==> config.mk <==
export PLATFORM = sky130hd
export DESIGN_NAME = rr_arbiter4
export DESIGN_NICKNAME = d
export VERILOG_FILES = /design/src/rtl/rr_arbiter4.sv
export SDC_FILE = /design/constraint.sdc
export NUM_CORES = 1
export LEC_CHECK = 0
export BUFFER_PORTS_ARGS = -buffer_cell sky130_fd_sc_hd__buf_2
export CORE_UTILIZATION = 55
export CTS_CLUSTER_SIZE = 28
export DETAILED_ROUTE_END_ITERATION = 8
export HOLD_SLACK_MARGIN = 0.05
export PLACE_DENSITY = 0.88
export SETUP_SLACK_MARGIN = 0.02
export SLEW_MARGIN = 5
export SYNTH_ARGS = -nofsm -noshare
export SYNTH_HDL_FRONTEND = slang
export SYNTH_SLANG_ARGS = --single-unit
==> constraint.sdc <==
create_clock -name clk -period 4.3 [get_ports clk]
set_input_delay 0.215 -clock clk [delete_from_list [all_inputs] [get_ports clk]]
set_output_delay 0.215 -clock clk [all_outputs]
set_load 0.02 [all_outputs]
==> src/rtl/rr_arbiter4.sv <==
// Four-way round-robin arbiter with a bounded owner tenure.
// The current owner is held as a 2-bit index plus a valid state; the one-hot
// grant is decoded from those registers only, so no input reaches an output
// without passing through a flop.
module rr_arbiter4 #(
   parameter int MAX_HOLD = 4,
   parameter int HOLD_W   = 4
) (
   input  logic       clk,
   input  logic       rst,
   input  logic       en,
   input  logic [3:0] req,
   output logic [3:0] gnt,
   output logic [1:0] gnt_idx,
   output logic       gnt_valid,
   output logic       busy
);

   typedef enum logic {
      IDLE  = 1'b0,
      GRANT = 1'b1
   } state_t;

   localparam logic [HOLD_W-1:0] HOLD_LIMIT = HOLD_W'(MAX_HOLD);
   localparam logic [HOLD_W-1:0] HOLD_ONE   = HOLD_W'(1);

   state_t            state, state_next;
   logic [1:0]        ptr, ptr_next;
   logic [1:0]        idx_next;
   logic [HOLD_W-1:0] hold_cnt, hold_next;
   logic [3:0]        owner_mask;
   logic [1:0]        after_owner;

   // First set request bit when scanning base, base+1, base+2, base+3 (wrapping).
   // Scanning from the far end backwards leaves the nearest hit as the result.
   function automatic logic [1:0] pick(input logic [3:0] r, input logic [1:0] base);
      logic [1:0] cand;
      logic [1:0] result;
      result = base;
      for (int k = 3; k >= 0; k--) begin
         cand = base + 2'(k);
         if (r[cand]) begin
            result = cand;
         end
      end
      return result;
   endfunction

   assign owner_mask  = 4'b0001 << gnt_idx;
   assign after_owner = gnt_idx + 2'd1;

   // Next owner, pointer and tenure counter; release beats drop beats preempt beats keep.
   always_comb begin
      state_next = state;
      ptr_next   = ptr;
      idx_next   = gnt_idx;
      hold_next  = hold_cnt;
      case (state)
         IDLE: begin
            if (en && (req != 4'b0000)) begin
               state_next = GRANT;
               idx_next   = pick(req, ptr);
               hold_next  = HOLD_ONE;
            end
         end
         GRANT: begin
            if (!en) begin
               state_next = IDLE;
               ptr_next   = after_owner;
               hold_next  = '0;
            end else if ((req & owner_mask) == 4'b0000) begin
               ptr_next = after_owner;
               if (req != 4'b0000) begin
                  idx_next  = pick(req, after_owner);
                  hold_next = HOLD_ONE;
               end else begin
                  state_next = IDLE;
                  hold_next  = '0;
               end
            end else if ((hold_cnt == HOLD_LIMIT) && ((req & ~owner_mask) != 4'b0000)) begin
               ptr_next  = after_owner;
               idx_next  = pick(req, after_owner);
               hold_next = HOLD_ONE;
            end else if (hold_cnt < HOLD_LIMIT) begin
               hold_next = hold_cnt + HOLD_ONE;
            end
         end
         default: begin
            state_next = IDLE;
         end
      endcase
   end

   // State, pointer, owner index and tenure registers with synchronous reset.
   always_ff @(posedge clk) begin
      if (rst) begin
         state    <= IDLE;
         ptr      <= 2'd0;
         gnt_idx  <= 2'd0;
         hold_cnt <= '0;
      end else begin
         state    <= state_next;
         ptr      <= ptr_next;
         gnt_idx  <= idx_next;
         hold_cnt <= hold_next;
      end
   end

   assign gnt_valid = (state == GRANT);
   assign busy      = gnt_valid;
   assign gnt       = gnt_valid ? owner_mask : 4'b0000;

endmodule

==> results of run 1 <==
==> per-stage QoR <==
| step | worst slack (ns) | hold slack [ns] | area (um^2) |
|---|---|---|---|
| floorplan | 2.13 | 0.421 | 836 |
| detailed placement | 2.11 | 0.498 | 883 |
| global placement | 2.21 | 0.495 | 883 |
| global route | 1.93 | 0.219 | 910 |
| finish | 2.10 | 0.215 | 910 |
| CTS | 2.10 | 0.211 | 910 |
==> cell type report <==
| cell class | instances | area, um^2 |
|---|---|---|
| well taps | 15 | 18.8 |
| multi-input cells | 82 | 596 |
| flip-flops and latches | 9 | 180 |
| clock buffers | 4 | 26.3 |
| repair buffers | 14 | 70.1 |
| inverters | 5 | 18.8 |
| fillers | 130 | 440 |
==> flip-flops by register name, summed over array words and instances, names as in the netlist <==
name,flops
busy,1
hold_cnt,4
gnt_idx,2
ptr,2
==> worst paths after layout <==
path                              endpoint  slack, ns  cells after the start
hold reg to reg   hold_cnt[0]$_SDFFE_PP0P_       0.54                      2
setup / recovery  hold_cnt[1]$_SDFFE_PP0P_       2.10                      8
setup reg to reg  hold_cnt[1]$_SDFFE_PP0P_       2.10                      8
hold / removal    hold_cnt[1]$_SDFFE_PP0P_       0.22                      2
==> cells in the mapped netlist (2+ instances only) <==
| master | count | share of area, % |
|---|---|---|
| sky130_fd_sc_hd__nor2_1 | 11 | 4.9 |
| sky130_fd_sc_hd__a21boi_0 | 2 | 1.8 |
| sky130_fd_sc_hd__ha_1 | 6 | 9.0 |
| sky130_fd_sc_hd__a211oi_1 | 3 | 2.7 |
| sky130_fd_sc_hd__buf_2 | 3 | 1.8 |
| sky130_fd_sc_hd__nor3_1 | 2 | 1.2 |
| sky130_fd_sc_hd__dfxtp_1 | 9 | 22 |
| sky130_fd_sc_hd__inv_1 | 5 | 2.2 |
| sky130_fd_sc_hd__and2_1 | 4 | 3.0 |
| sky130_fd_sc_hd__nand2_1 | 8 | 3.6 |
| sky130_fd_sc_hd__a21oi_1 | 9 | 5.4 |
| sky130_fd_sc_hd__a22oi_1 | 2 | 1.8 |
| sky130_fd_sc_hd__nor2b_1 | 7 | 5.2 |
| sky130_fd_sc_hd__o21ai_0 | 2 | 1.2 |
| sky130_fd_sc_hd__nand2b_1 | 3 | 2.2 |
| sky130_fd_sc_hd__mux2i_1 | 3 | 3.6 |
==> power groups by stage <==
stage	Combinational (mW)	Sequential, mW	Clock, mW
6_report	0.0790	0.0964	0.0660
5_1_grt	0.0872	0.0973	0.0716
4_1_cts	0.0789	0.0961	0.0685
3_5_place_dp	0.0786	0.0979	0
3_3_place_gp	0.0771	0.0976	0
2_1_floorplan	0.0625	0.0978	0
==> per-layer routing <==
| layer | routed length [um] | global-route usage (%) | vias up |
|---|---|---|---|
| met4 | 26 | 12.5 | 0 |
| met5 | 0 | 0 | - |
| li1 | - | - | 385 |
| met3 | 58 | 3.26 | 4 |
| met1 | 821 | 30.0 | 358 |
| met2 | 842 | 44.1 | 19 |
==> logic make-up after synthesis <==
group | after synthesis | share of synthesized area (%)
buffers and inverters | 12 | 7.18
AND/OR/NAND/NOR | 41 | 25.8
adder cells (fa/ha/maj) | 6 | 8.98
flip-flops | 9 | 21.6
multiplexers | 5 | 8.08
AO/OA/AOI/OAI | 30 | 28.4
==> out/results.txt, run 1 <==
The logs give 1750 um for the overall routed net length and 0 for the count of cells resized by post-cts repair. The worst setup path is launched from a register. On the critical path the largest part of the delay comes from compound AO/OA/AOI/OAI gates. The worst max-slew margin expressed relative to the limit is 52.2%, and the maximum single-stage delay on the critical path is 0.50 ns.

The die area is 1680 um^2. The final count of pins violating max slew came out at 0. The post-layout minimum cycle time was 2.20 ns.

Summed over all layers, the global routing overflow is 0. For the pin with the worst max-slew slack, the measured transition is 0.707 ns. Counting flops and latches in the post-synthesis netlist gives 9. The flow ran to the end, and the final reports show no timing, DRC or antenna violations. 0 antenna diodes ended up in the layout. The logs give 19 for the maximum number of pins on one net before global-route repair and 3 for the total CTS buffers. Hold path startpoint: rst. After floorplanning, the core was divided into 13 placement rows. In this run the tool buffered the top-level ports with 14 buffer cells. The logs give 0 for the final hold violation count and 67.4% for the utilization after layout. Register area share after synthesis: 21.6%.

In the final layout, the share of cells above drive strength 1 is 22.8%. Based on the critical path, the design can be clocked at up to 455 MHz. The wire length of the first global-routing pass is 2780 um, and the post-route DRC violation count is 0.

Data arrives at the worst endpoint at 2.41 ns. The count of H-tree levels built during CTS is 1, and the aggregate global-route resource usage is 25.4%. The run gives 0 ns as the total negative slack. The via count of the routed design was 766; the switching part of the total was 34.5%.

The root buffer cell chosen for the clock tree is sky130_fd_sc_hd__clkbuf_4. STA classifies the critical path endpoint as a register. In this run, the combinational gates consume 32.7% of the power.

Sequential cells burn 39.9% of the power. The min-delay analysis places its worst path in the category input pin to register. The logs give 11 for the DRC violation total after the first TritonRoute iteration and 0.241 mW for the power consumption.

Averaged over all synthesized cells, the footprint is 8.11 um^2. The number of antenna violations at the first check in global routing was 0; the power share of the clock group was 27.3%. After clock tree synthesis, the clock-pin slew on the worst setup and hold paths is 0.06 ns. IR analysis of the VDD net gives a maximum drop of 0.203 mV. Worst setup path category: register to register. The critical path required time came out at 4.51 ns.

The ratio of total power to cell area came out at 265 nW/um^2. The number of setup buffers added after CTS was 0. After detailed routing, the average wire length per cell comes to 13.6 um. The final-report setup violation count was 0; the share of synthesized registers carrying an async set or reset was 0%. The initial core utilization is 61.9%, and the reported net switching power is 0.0833 mW. The number of warnings printed during yosys synthesis is 0.

Number of ports placed on the die boundary: 15. Timing startpoint of the critical path: gnt_idx[0]$_SDFFE_PP0P_. After the flow finishes, the layout carries non-filler instances totaling 129. The largest fanout of any net on the critical path works out to 9. The total area inside the core boundary comes to 1350 um^2. The run gives 0 as the hold buffer count at CTS. The leakage power summed over all cells was 0.404 nW.

The most used flip-flop cell after synthesis was sky130_fd_sc_hd__dfxtp_1. The clock net in this run drives a total of 9 sinks. The count of maximum capacitance violations was 0; the number of buffers and inverters on the critical path was 1. Setup repair after global routing left no endpoint under its margin. The horizontal die dimension was 41.0 um; the number of detailed-route iterations in the first pass was 4. The startpoint identified for the worst register-to-register timing path is gnt_idx[0]$_SDFFE_PP0P_. The run gives 0.158 mW as the internal power consumption. The slowest stage of the critical path belongs to the cell sky130_fd_sc_hd__dfxtp_1. For the remaining antenna violation count, the log shows 0. The overall die height is 41.0 um.

The run gives 0.817 as the routability congestion estimate from global placement. In the layout the commonest cells are 14 x sky130_fd_sc_hd__buf_2, 11 x sky130_fd_sc_hd__nor2_1, 9 x sky130_fd_sc_hd__a21oi_1, 9 x sky130_fd_sc_hd__dfxtp_1, 8 x sky130_fd_sc_hd__nand2_1. The clock arrives with 0.00608 ns of skew. In the routed layout, each cell is associated on average with a via count of 5.94.

The synthesis-to-finish area growth works out to 8.83%. TritonCTS built the clock tree. The library cell used most frequently in the layout, excluding fill and tap cells, is sky130_fd_sc_hd__buf_2. The critical path goes through inv_1 -> ha_1 -> nor2b_1 -> a2111oi_4 -> o31a_4 -> a21oi_2 -> mux2_4 -> nor2_2.

After legalization and detailed placement, the total HPWL measured 1340 um. The number of synthesized flops with an enable pin is 0, and the instance count of the mapped netlist is 103. The worst-skew pair later-pin latency is 0.27 ns, and the synthesized netlist net count is 116.

The logs give 2 for the maximum number of buffers from clock root to sink and 836 um^2 for the post-synthesis instance area. The via count of the first global-routing pass is 678, and the count of cell types in the netlist is 40. The tools report the number of cells in the design after placement as 125.

The final period utilization is 51.1%. The count of nets after finishing was 128.
No activity file was read; power rests on OpenSTA's default activity.
==> run 2: changes to the inputs <==
--- a/config.mk
+++ b/config.mk
@@ -6,11 +6,11 @@
 export NUM_CORES = 1
 export LEC_CHECK = 0
 export BUFFER_PORTS_ARGS = -buffer_cell sky130_fd_sc_hd__buf_2
-export CORE_UTILIZATION = 55
+export CORE_UTILIZATION = 54
 export CTS_CLUSTER_SIZE = 28
 export DETAILED_ROUTE_END_ITERATION = 8
 export HOLD_SLACK_MARGIN = 0.05
-export PLACE_DENSITY = 0.88
+export PLACE_DENSITY = 0.87
 export SETUP_SLACK_MARGIN = 0.02
 export SLEW_MARGIN = 5
 export SYNTH_ARGS = -nofsm -noshare
==> constraint.sdc (replaced) <==
create_clock -name clk -period 2.1 [get_ports clk]
set_input_delay 0.105 -clock clk [delete_from_list [all_inputs] [get_ports clk]]
set_output_delay 0.105 -clock clk [all_outputs]
set_load 0.02 [all_outputs]
==> out/results.txt, run 2 (synthesis results as in run 1) <==
The tools report the worst reg2reg path startpoint as gnt_idx[0]$_SDFFE_PP0P_. For this run, design rule violations remaining after detail routing come to 0. The critical path required time was 2.30 ns; the horizontal die dimension was 41.3 um. The logs give 25.5% for the aggregate global-route resource usage and 0 for the total grt overflow. The final critical path takes up 93.9% of the cycle.

Critical path endpoint category: a register. In this run the vertical extent of the chip is 41.3 um. The largest registers in the layout are hold_cnt x4, gnt_idx x2, ptr x2.

0 antenna diodes ended up in the layout. The placed wire-length estimate came out at 1480 um. The die area was 1710 um^2.

The slew at the pin closest to its max-slew limit is 0.801 ns. The overall routed net length is 1920 um. Leading cell type in the layout, fill and taps excluded: sky130_fd_sc_hd__buf_2. The setup path with the least slack is of type register to register. The run gives 61.2% as the initial core utilization. TritonCTS built the clock tree.

The flow ran to the end, and the final reports show no timing, DRC or antenna violations. The count of maximum capacitance violations is 0. After clock tree synthesis, the clock-pin slew on the worst setup and hold paths is 0.06 ns. For this run, the slowest stage of the critical path takes 0.39 ns.

The post-layout minimum cycle time was 1.97 ns. In this run the most critical hold path is launched from rst. The first global-routing pass estimated 2840 um of wire. Type of the worst min-delay path: input pin to register. The logs give 0 ns for the total negative slack and 68.9% for the utilization after layout. The worst-case IR drop observed on VDD is 0.427 mV. The initialized floorplan defines 13 standard-cell rows.

No sink is reached through more buffers than the 2 on the longest clock path. For the number of detailed-route iterations in the first pass, the log shows 4. On the final layout, the worst clock skew is 0.00372 ns. The number of filler instances in the final layout is 126. In the layout the commonest cells are 14 x sky130_fd_sc_hd__buf_2, 11 x sky130_fd_sc_hd__nor2_1, 8 x sky130_fd_sc_hd__nand2_1, 8 x sky130_fd_sc_hd__dfxtp_1, 7 x sky130_fd_sc_hd__a21oi_1. Once detail routing completed, the nets flagged for antenna violations numbered 0. The final count of pins violating max slew is 0.

Setup repair after global routing left no endpoint under its margin. Setup violations remaining at the end of the flow were counted as 0. The first routing iteration left 18 violations. The run gives 654 as the via count of the first global-routing pass. The register with the most flip-flops in the layout has 4 of them. For the post-placement setup slack, the log shows 0.0220 ns. Type of element launching the critical path: a register.

The final route contains 782 vias. The tools report the timing startpoint of the critical path as gnt_idx[0]$_SDFFE_PP0P_. Based on the critical path, the design can be clocked at up to 507 MHz. The largest fanout of any net on the critical path was 7. The count of H-tree levels built during CTS was 1. Placeable core region: 1370 um^2. CTS saw 9 sinks. The signal on the critical path passes through inv_1 -> ha_1 -> nor2b_2 -> a2111oi_4 -> o31a_4 -> a21oi_4 -> mux2_4 -> nor2_2. Counting flops per register, the top entry is hold_cnt. Entering global routing, the biggest net connects 19 pins.

The run gives 0 as the final hold violation count. The slowest library cell on the worst path was sky130_fd_sc_hd__o31a_4. Dividing total power by cell area gives a power density of 537 nW/um^2.

The number of antenna violations at the first check in global routing was 0; the wire length per cell after detailed routing was 14.8 um. The number of buffers and inverters on the critical path is 1. At the end of routability-driven placement, the weighted congestion stood at 0.827. The tools report the root cell of the clock tree as sky130_fd_sc_hd__clkbuf_4. The number of ports placed on the die boundary was 15.

The share of final-layout standard cells stronger than drive strength 1 is 27.8%, and the total CTS buffers is 3. The worst pin sits at a relative slew slack of 45.9%. The number of buffers added on ports was 14; the final worst slack was 0.129 ns.

In this design, the largest share of critical-path delay is due to compound AO/OA/AOI/OAI gates. The leakage power summed over all cells came out at 0.412 nW. The synthesis-to-finish area growth was 12.6%; the data arrival at the endpoint of the critical path was 2.17 ns.

For this run, the post-layout net count is 129. Clock latency on the worst-skew pair, taken at its later pin, is 0.25 ns. Using the TritonRoute via totals, the vias-per-cell ratio works out to 6.02.
==> run 2: stage by stage <==
stage / hold slack (ns) / total power, mW / instances / area [um^2]
floorplan: 0.311 / 0.329 / 103 / 837
detailed placement: 0.385 / 0.368 / 126 / 892
finish: 0.118 / 0.505 / 130 / 941
global route: 0.128 / 0.533 / 130 / 941
CTS: 0.114 / 0.501 / 130 / 921
global placement: 0.378 / 0.360 / 126 / 892
==> run 2: worst register-to-register path: stages, from the launching register on <==
cell and delay [ns]:
sky130_fd_sc_hd__dfxtp_4 0.38, sky130_fd_sc_hd__inv_1 0.10, sky130_fd_sc_hd__ha_1 0.25, sky130_fd_sc_hd__nor2b_2 0.17, sky130_fd_sc_hd__a2111oi_4 0.05, sky130_fd_sc_hd__o31a_4 0.39
sky130_fd_sc_hd__a21oi_4 0.17, sky130_fd_sc_hd__mux2_4 0.32, sky130_fd_sc_hd__nor2_2 0.08
==> run 2: worst paths after layout <==
| path | slack (ns) | endpoint | depth (start not counted) |
|---|---|---|---|
| worst max-delay path | 0.13 | hold_cnt[1]$_SDFFE_PP0P_ | 8 |
| worst min-delay path | 0.12 | hold_cnt[1]$_SDFFE_PP0P_ | 2 |
| worst max register to register | 0.13 | hold_cnt[1]$_SDFFE_PP0P_ | 8 |
| worst min register to register | 0.55 | hold_cnt[0]$_SDFFE_PP0P_ | 2 |
==> run 2: power by group <==
group / switching (mW) / internal (mW)
combinational: 0.101 / 0.0763
sequential: 0.0160 / 0.180
clock: 0.0581 / 0.0731
==> run 2: what timing repair did <==
action / 4_1_cts / 5_1_grt
hold buffers: 0 / 0
setup endpoints to repair: 1 / 2
resized for setup: 1 / 5
cloned: 0 / 0
buffers inserted: 0 / 0
==> run 2: final cells by class <==
type,instances,area (um^2),share of cell area [%]
repair buffers,15,77.6,8.24
flip-flops and latches,9,184,19.5
well taps,15,18.8,1.99
inverters,5,18.8,1.99
multi-input cells,82,616,65.4
clock buffers,4,26.3,2.79
==> run 2: routing by layer <==
metal / vias up / GRT usage [%] / part of all wire, %
li1: 391 / - / -
met1: 359 / 31.5 / 44
met2: 30 / 46.9 / 50
met3: 2 / 1.60 / 4.5
met4: 0 / 8.06 / 1.5
met5: - / 0 / 0
==> run 3: changes to the inputs <==
--- a/config.mk
+++ b/config.mk
@@ -11,6 +11,7 @@
 export DETAILED_ROUTE_END_ITERATION = 8
 export HOLD_SLACK_MARGIN = 0.05
 export PLACE_DENSITY = 0.87
+export RECOVER_POWER = 100
 export SETUP_SLACK_MARGIN = 0.02
 export SLEW_MARGIN = 5
 export SYNTH_ARGS = -nofsm -noshare
==> out/results.txt, run 3 (synthesis results as in run 1) <==
The congestion estimate from routability-driven global placement came to 0.827. The power consumption is 0.501 mW, and the ratio of total power to cell area is 542 nW/um^2. Setup violations remaining at the end of the flow were counted as 0.

The final layout contains routed wiring with a total length of 1910 um. Leading cell type in the layout, fill and taps excluded: sky130_fd_sc_hd__nor2_1. After detailed routing, the average wire length per cell comes to 14.7 um.

Entering global routing, the biggest net connects 19 pins. Across the run, the number of max-cap violations was 0. Aggregate global-route resource usage: 25.5%.

The placed wire-length estimate was 1480 um. The tightest min-delay check is of the input pin to register type. In the finished design, the share of the clock period the worst path needs comes to 94.5%.

The tools report the setup clock skew after layout as 0.00377 ns. For the worst max-slew margin expressed relative to the limit, the log shows 46.5%. The worst supply voltage drop on vdd was 0.427 mV. STA classifies the critical path endpoint as a register. The run gives 504 MHz as the maximum clock frequency.

In the final design database the tool counted 129 nets. Summed over all cells, the static leakage comes to 0.376 nW. The library cells used most frequently in the layout, excluding fill and tap cells, are 11 x sky130_fd_sc_hd__nor2_1, 9 x sky130_fd_sc_hd__clkbuf_1, 8 x sky130_fd_sc_hd__nand2_1, 8 x sky130_fd_sc_hd__dfxtp_1, 7 x sky130_fd_sc_hd__a21oi_1. Setup total negative slack on the finished layout was measured at 0 ns.

The tree is rooted in a sky130_fd_sc_hd__clkbuf_4. Counting flops per register, the top entry is hold_cnt. Total inserted antenna cells: 0. After detailed routing, the number of remaining DRC violations is 0.

For hold timing, the worst endpoint is hold_cnt[1]$_SDFFE_PP0P_. The largest registers in the layout are hold_cnt x4, gnt_idx x2, ptr x2. Across all layers, the routed design uses 777 vias.

After clock tree synthesis, the clock-pin slew on the worst setup and hold paths is 0.06 ns. The minimum setup slack among reg-to-reg paths is 0.11 ns. The post-layout minimum cycle time is 1.99 ns. For the worst-skew pair, the clock arrives at the later sink with an insertion delay of 0.26 ns. At the pin with the least slew margin, the transition time is 0.792 ns.

Before antenna repair, the detailed router went through 4 iterations. The tools report the placeable core region as 1370 um^2. The worst register-to-register path ends at hold_cnt[1]$_SDFFE_PP0P_. During placement, the flow inserted port buffers numbering 14.

STA classifies the critical path startpoint as a register. The flow ran to the end, and the final reports show no timing, DRC or antenna violations. In this run the most critical hold path is launched from rst.

In this run the remaining antenna-violating nets after routing total 0. The floorplan step defined a die boundary enclosing 1710 um^2. The synthesis-to-finish area growth is 10.8%. The worst setup path is of the register to register kind.

The worst reg2reg path startpoint is gnt_idx[0]$_SDFFE_PP0P_. Buffers added to address setup during post-CTS repair amount to 0. The via count of the first global-routing pass was 654. Setup repair after global routing left no endpoint under its margin. The count of H-tree levels built during CTS was 1. The logs give 9 for the number of sinks on the clock net and 0 for the number of antenna violations at the first check in global routing.

Counting the buffers created by CTS gives 3. Share of final-layout standard cells stronger than drive strength 1: 20.9%. The critical path required time was 2.30 ns; the initial core utilization was 61.2%.

After floorplanning, the core was divided into 13 placement rows. No sink is reached through more buffers than the 2 on the longest clock path. 15 I/O pins were placed. The worst hold path cell count came out at 2. The tools report the final hold violation count as 0. Wire length of the first global-routing pass: 2840 um. The detailed router finished its first iteration with 33 violations.

The horizontal die dimension was 41.3 um; the data arrival at the endpoint of the critical path was 2.19 ns. Global routing finished with a remaining overflow of 0. For the final count of pins violating max slew, the log shows 0.

TritonCTS built the clock tree. Dividing the detail-routed via count by the number of cells gives 5.98. The register with the most flip-flops in the layout has 4 of them. The largest fanout of any net on the critical path came out at 7. The floorplan step set the die height to 41.3 um.

The number of cells on the worst reg-to-reg path is 8.
-- run 3: cell count changes in the layout (fill, tap and decap cells not counted) --
cell / previous run / this run
sky130_fd_sc_hd__clkbuf_1: 1 / 9
sky130_fd_sc_hd__buf_2: 14 / 6
sky130_fd_sc_hd__and2_0: 0 / 1
sky130_fd_sc_hd__and2_1: 4 / 3
sky130_fd_sc_hd__nor2b_4: 1 / 0
sky130_fd_sc_hd__nor2b_2: 1 / 2
-- run 3: cell type report --
class	instances	area, um^2
timing repair buffer	15	67.6
tap	15	18.8
sequential	9	184
multi-input combinational	82	611
inverter	5	18.8
fill	133	440
clock buffer	4	26.3
-- run 3: worst max path at each step --
stage	slack (ns)	end	start	depth (start not counted)
4_1_cts	0.06	hold_cnt[1]$_SDFFE_PP0P_	gnt_idx[0]$_SDFFE_PP0P_	8
3_3_place_gp	0.18	hold_cnt[1]$_SDFFE_PP0P_	gnt_idx[0]$_SDFFE_PP0P_	8
5_1_grt	0.02	hold_cnt[1]$_SDFFE_PP0P_	gnt_idx[0]$_SDFFE_PP0P_	8
6_report	0.11	hold_cnt[1]$_SDFFE_PP0P_	gnt_idx[0]$_SDFFE_PP0P_	8
3_5_place_dp	0.02	hold_cnt[1]$_SDFFE_PP0P_	gnt_idx[0]$_SDFFE_PP0P_	8
2_1_floorplan	0.1	hold_cnt[1]$_SDFFE_PP0P_	gnt_idx[0]$_SDFFE_PP0P_	8
-- run 3: layer usage --
layer	wire length [um]	global-route usage (%)	part of all wire [%]
met4	40	8.06	2.1
met5	0	0	0
met1	782	31.5	41
met3	98	1.60	5.1
met2	988	46.9	52
-- run 3: critical path: stages (launching register included) --
cell and delay, ns:
sky130_fd_sc_hd__dfxtp_4 0.38, sky130_fd_sc_hd__inv_1 0.10, sky130_fd_sc_hd__ha_1 0.25, sky130_fd_sc_hd__nor2b_2 0.17
sky130_fd_sc_hd__a2111oi_4 0.05, sky130_fd_sc_hd__o31a_4 0.40, sky130_fd_sc_hd__a21oi_4 0.17, sky130_fd_sc_hd__mux2_4 0.32
sky130_fd_sc_hd__nor2_2 0.08
-- run 3: power by group --
part	switching, mW	internal, mW
clock	0.0596	0.0732
sequential	0.0159	0.180
combinational	0.0998	0.0727
total	0.175	0.326
-- run 3: repair_timing --
| action | in CTS | in global routing |
|---|---|---|
| setup endpoints to repair | 1 | 2 |
| hold buffers | 0 | 0 |
| gates resized for setup | 1 | 5 |
-- run 3: per-stage QoR --
step | area [um^2] | instances | hold WS [ns] | utilization [%] | setup WS (ns)
5_1_grt | 926 | 130 | 0.128 | 67.8 | 0.0239
3_3_place_gp | 892 | 126 | 0.378 | 65.3 | 0.179
6_report | 926 | 130 | 0.115 | 67.8 | 0.114
4_1_cts | 921 | 130 | 0.114 | 67.4 | 0.0624
3_5_place_dp | 892 | 126 | 0.385 | 65.3 | 0.0220
2_1_floorplan | 837 | 103 | 0.311 | - | 0.0968
